File: src/rtl/piso_serializer.sv
// Parallel-in serial-out stage: accepts a WIDTH-bit word on a valid/ready handshake and emits it one bit per clk.
// Optional even-parity trailer bit is compiled in when the macro PISO_PARITY_EN is defined.
module piso_serializer #(
  parameter int WIDTH     = 4,
  parameter bit MSB_FIRST = 1'b1
) (
  input  logic             clk,
  input  logic             reset,
  input  logic [WIDTH-1:0] din,
  input  logic             load_valid,
  output logic             load_ready,
  output logic             sout,
  output logic             sout_valid,
  output logic             busy,
  output logic             done
);

  localparam int CW = $clog2(WIDTH + 1);
  localparam logic [CW-1:0] LAST_BIT = CW'(WIDTH - 1);

`ifdef PISO_PARITY_EN
  typedef enum logic [1:0] {IDLE = 2'd0, SHIFT = 2'd1, PARITY = 2'd2} state_t;
`else
  typedef enum logic [1:0] {IDLE = 2'd0, SHIFT = 2'd1} state_t;
`endif

  state_t           state_q, state_d;
  logic [WIDTH-1:0] shreg_q, shreg_d;
  logic [CW-1:0]    cnt_q, cnt_d;
  logic             done_q, done_d;
`ifdef PISO_PARITY_EN
  logic             parity_q, parity_d;
`endif

  always_ff @(posedge clk) begin
    if (!reset) begin
      state_q  <= IDLE;
      shreg_q  <= '0;
      cnt_q    <= '0;
      done_q   <= 1'b0;
`ifdef PISO_PARITY_EN
      parity_q <= 1'b0;
`endif
    end else begin
      state_q  <= state_d;
      shreg_q  <= shreg_d;
      cnt_q    <= cnt_d;
      done_q   <= done_d;
`ifdef PISO_PARITY_EN
      parity_q <= parity_d;
`endif
    end
  end

  always_comb begin
    state_d    = state_q;
    shreg_d    = shreg_q;
    cnt_d      = cnt_q;
    done_d     = 1'b0;
`ifdef PISO_PARITY_EN
    parity_d   = parity_q;
`endif
    load_ready = 1'b0;
    sout       = 1'b0;
    sout_valid = 1'b0;
    busy       = 1'b0;

    case (state_q)
      IDLE: begin
        load_ready = 1'b1;
        if (load_valid) begin
          shreg_d  = din;
          cnt_d    = '0;
          state_d  = SHIFT;
`ifdef PISO_PARITY_EN
          parity_d = ^din;
`endif
        end
      end

      SHIFT: begin
        sout_valid = 1'b1;
        busy       = 1'b1;
        // The outgoing bit always sits at the end the register shifts away from.
        if (MSB_FIRST) begin
          sout    = shreg_q[WIDTH-1];
          shreg_d = {shreg_q[WIDTH-2:0], 1'b0};
        end else begin
          sout    = shreg_q[0];
          shreg_d = {1'b0, shreg_q[WIDTH-1:1]};
        end
        if (cnt_q == LAST_BIT) begin
          cnt_d   = '0;
`ifdef PISO_PARITY_EN
          state_d = PARITY;
`else
          state_d = IDLE;
          done_d  = 1'b1;
`endif
        end else begin
          cnt_d = cnt_q + 1'b1;
        end
      end

`ifdef PISO_PARITY_EN
      PARITY: begin
        sout_valid = 1'b1;
        busy       = 1'b1;
        sout       = parity_q;
        state_d    = IDLE;
        done_d     = 1'b1;
      end
`endif

      default: begin
        state_d = IDLE;
      end
    endcase
  end

  assign done = done_q;

endmodule

File: config.mk
export PLATFORM = sky130hd
export DESIGN_NAME = piso_serializer
export DESIGN_NICKNAME = d
export VERILOG_FILES = /design/src/rtl/piso_serializer.sv
export SDC_FILE = /design/constraint.sdc
export NUM_CORES = 1
export LEC_CHECK = 0
export ABC_CLOCK_PERIOD_IN_PS = 1100
export BUFFER_PORTS_ARGS = -buffer_cell sky130_fd_sc_hd__buf_4
export CORE_AREA = 4 4 41 43
export DETAILED_ROUTE_END_ITERATION = 12
export DIE_AREA = 0 0 45 47
export GPL_TIMING_DRIVEN = 1
export PLACE_DENSITY_LB_ADDON = 0.3
export SLEW_MARGIN = 20
export SYNTH_ARGS = -nofsm -noshare
export SYNTH_HDL_FRONTEND = slang
export SYNTH_SLANG_ARGS = --single-unit
File: constraint.sdc
create_clock -name clk -period 1.1 [get_ports clk]
set_input_delay 0.165 -clock clk [delete_from_list [all_inputs] [get_ports clk]]
set_output_delay 0.165 -clock clk [all_outputs]
set_load 0.03 [all_outputs]
== Yosys cells after proc, flatten, opt, wreduce, memory -nomap -nowiden ==
Cells that the tools add are included.
Widths: inputs -> output; s select.

* Reduce and logical (&&, ||, !) cells: 5
* Multiplexer cells: 12
* $add $sub $neg: 1
* Equal/unequal tests: 4

{| class="wikitable"
|+ Operators with widths
! kind !! number
|-
| $pmux 4 s2 || 1
|-
| $mux 3 || 2
|-
| $pmux 3 s2 || 1
|-
| $reduce_and 2->1 || 3
|-
| $mux 1 || 4
|-
| $mux 2 || 2
|-
| $mux 4 || 1
|-
| $ne 2x2->1 const B || 2
|-
| $pmux 2 s2 || 1
|-
| $add 3x1->3 const B || 1
|-
| $eq 3x2->1 const B || 1
|-
| $eq 2x1->1 const B || 1
|-
| $logic_not 2->1 || 1
|-
| $reduce_bool 2->1 || 1
|}

* Register bits: 10
* Input port bits: 7
* Output and inout port bits: 5

== Depth between registers and ports, before layout ==
* Depth in word-level cells: 3
* Gate-level depth with buffers: 4
* Mapped depth without buffers: 4

== Least setup slack after synthesis ==
OpenSTA, ideal clock, no wires.

* Path type: reg2reg
* Start point: register state_q[0]
* End point: register cnt_q[0]
* Setup slack: -0.087 ns
* Library setup time: 0.058 ns
* Period minus slack after synthesis: 1.187 ns
* Stages on the path, launching flop included: 5
* Arrival time: 1.129 ns
* Cells stage by stage: dfxtp_1 > buf_4 > inv_2 > nor3_1 > o21a_1

* Word-level cells in the longest chain between the ends: 3

{| class="wikitable"
|+ Ends and longest elaborated chain
! item !! line !! source
|-
| from (decl) || 27 || <nowiki>state_t state_q, state_d;</nowiki>
|-
| from (signal assigned) || 45 || <nowiki>state_q <= state_d;</nowiki>
|-
| $eq 2x1->1 / $logic_not 2->1 (equally long branches) || 68 || <nowiki>case (state_q)</nowiki>
|-
| $reduce_bool 2->1 (no source line) / $ne 2x2->1 (equally long branches) || - ||
|-
| $reduce_and 2->1 (no source line) || - ||
|-
| to (signal assigned) || 47 || <nowiki>cnt_q <= cnt_d;</nowiki>
|-
| to (decl) || 29 || <nowiki>logic [CW-1:0] cnt_q, cnt_d;</nowiki>
|}

Several ways; a longest one is shown, not always the timed one.
A chain may end at the register's enable or synchronous reset.

== Worst setup path in the final report ==
* Start point: register state_q[0]
* End point: output port sout_valid

* Word-level cells in the longest chain between the ends: 2

{| class="wikitable"
|+ Ends and longest elaborated chain
! item !! line !! source
|-
| $eq 2x1->1 || 68 ||
|-
| $mux 1 || 68 ||
|-
| to (decl) || 13 || <nowiki>output logic sout_valid,</nowiki>
|}

No other way between the ends.

==> out/metrics.yaml <==
setup_path:
  endpoint_kind: "output pin"
  crit_type: "flip-flop to output pin"
  cp-start-kind: "flip-flop"
  crit_arrival_ns: 0.90
  path_max_fanout: 4
  crit_required_ns: 0.94
  ff2ff_setup_slack_ns: 0.11
timing:
  maxSlewHeadroom_pct: 89.5
  rsz0062_at_grt: "yes"
  clock-skew-final_ns: 0.00212
  setup_ws_ns: 0.0375
  min_period_over_period_pct: 96.6
  timing.fmax_ghz: 0.941
  finalSetupViolCount: 0
  period_minus_slack_ns: 1.06
  hold_viol_final: 0
  max_slew.worst_pin.slew_ns: 0.156
  drv_slew: 0
route:
  drt-total-wl_um: 675
  firstDrtPassIters: 1
  viasPerCell: 4.51
  avgRoutedWirePerCell_um: 10.1
  drcViolationCount: 0
  drtIter0Drc: 0
  via_count: 302
  postRouteAntennaNets: 0
cts:
  htree_num_levels: 1
  clk_root_buffer_cell: "clkbuf_4"
  tritoncts: "built"
  cts_made_buffers: 3
  clk_path_buf_depth: 2
  clock_latency_ns: 0.25
  cts.sink_count: 9
  path_clk_slew_ns: 0.06
power:
  power.density_mw_per_mm2: 1350
  ir_drop_mv: 0.839
  p_leak_nw: 0.251
run:
  drv_cap: 0
layout:
  nNetsFinal: 61
  design_area_um2: 528
  layout.area.seq_um2: 184
  drive_above_1_share_pct: 40.4
  multi_input_area_um2: 191
  syn2layout_area_growth_pct: 34.8
  antennaDiodeCount: 0
  fill_cells: 144
  final_util_pct: 40.6
global_routing:
  gr-total-overflow: 0
  grt_pass1_vias: 284
  antenna_found_initial: 0
  track_usage_pct: 8.57
  grt_start_max_net_pins: 10
  grt_pass1_wl_um: 1230
synthesis:
  ys_warn_count: 0
  avgSynthCellArea_um2: 10.3
  postSynthRegisterBits: 9
  synth.most_common_cell: "dfxtp_1"
  syn_nets: 46
  synth_seq_area_share_pct: 46.0
  synth.area.top_cells: "dfxtp_1 46%, mux2i_1 10%, a21oi_1 5.1%"
  netlist_instances: 38
  synth_cell_types: 17
  synth_top_area_share_pct: 46.0
  async_flop_share_pct: 0
  yosys.area.top_type: "dfxtp_1"
  synth_area_um2: 392
  synth_edf_count: 0
  synth-main-ff-cell: "dfxtp_1"
  ys_top_cells_by_count: "9 x dfxtp_1, 4 x a21oi_1, 4 x mux2i_1"
die:
  start_util_pct: 30.1
  ios: 12
  die_y_um: 47
  die_area_mm2: 0.00212
  core_mm2: 0.00130
  core.rowCount: 13
  fp.dieW_um: 45
placement:
  dp_slack_ns: 0.0426
  port_buffers: 11
  routabilityCongestion: 0.660
  post-dp-hpwl_um: 472
  place_area_um2: 468
worst_hold_path:
  hold_path.class: "input port to flip-flop"
run_status:
  status: "completed"
critical path, stage by stage, from the launching register on:
cell     delay [ns]
dfxtp_4        0.36
buf_4          0.13
buf_4          0.16
worst paths after layout:
kind | endpoint | cells past startpoint | start
setup / recovery | sout_valid | 2 | state_q[0]$_SDFFE_PN0P_
hold reg to reg | cnt_q[2]$_SDFFE_PN0P_ | 1 | cnt_q[2]$_SDFFE_PN0P_
setup reg to reg | cnt_q[0]$_SDFFE_PN0P_ | 4 | cnt_q[0]$_SDFFE_PN0P_
hold / removal | cnt_q[0]$_SDFFE_PN0P_ | 2 | reset
state kept, by name, summed over array words and instances, names as in the netlist:
register,flops
shreg_q,4
cnt_q,3
done,1
state_q,1
cells by family after synthesis:
family | count (synthesis) | synth area share [%]
AND/OR/NAND/NOR | 10 | 15.7
buffers and inverters | 4 | 7.67
AO/OA/AOI/OAI | 9 | 13.4
multiplexers | 5 | 14.1
adder cells (fa/ha/maj) | 1 | 3.19
flip-flops | 9 | 46.0
metrics by stage:
stage / instances / setup TNS, ns / total power [W] / hold slack (ns)
after global routing: 67 / -0.00190 / 0.000766 / 0.189
after detailed placement: 61 / 0 / 0.000469 / 0.455
after global placement: 61 / 0 / 0.000469 / 0.449
final: 67 / 0 / 0.000713 / 0.185
after floorplan: 38 / 0 / 0.000437 / 0.283
after CTS: 66 / 0 / 0.000720 / 0.189
cell type report:
type                    count  area share (%)
flip-flops and latches      9            34.8
repair buffers             13            19.2
clock buffers               4            4.98
well taps                  15            3.55
inverters                   1            1.18
multi-input cells          25            36.3
per-layer routing:
metal / GRT usage, % / share of wire, % / vias to the layer above
met5: 0 / 0 / -
met4: 1.75 / 0 / 0
met2: 11.9 / 40 / 11
met3: 6.90 / 11 / 0
met1: 10.4 / 48 / 132
li1: - / - / 159
power by group:
group          internal, W  switching [W]  leakage (nW)
Clock             0.000139       0.000103        0.0150
Combinational    0.0000606      0.0000567         0.162
Sequential        0.000343      0.0000109        0.0744
Total             0.000543       0.000170         0.251
placed cells by master, fill, tap and decap left out, types with 2 or more instances in the layout:
cell type	n
nor3b_1	2
clkbuf_4	3
a21oi_1	4
and3_1	3
dfxtp_1	8
buf_4	12
mux2i_1	4
o21ai_0	3
timing repair:
| action | in CTS | in global routing |
|---|---|---|
| hold buffers | 0 | 0 |
| setup endpoints to repair | 2 | 4 |
| buffers inserted | 1 | 1 |
| gates resized for setup | 1 | 5 |
No activity file was read; power rests on OpenSTA's default activity.
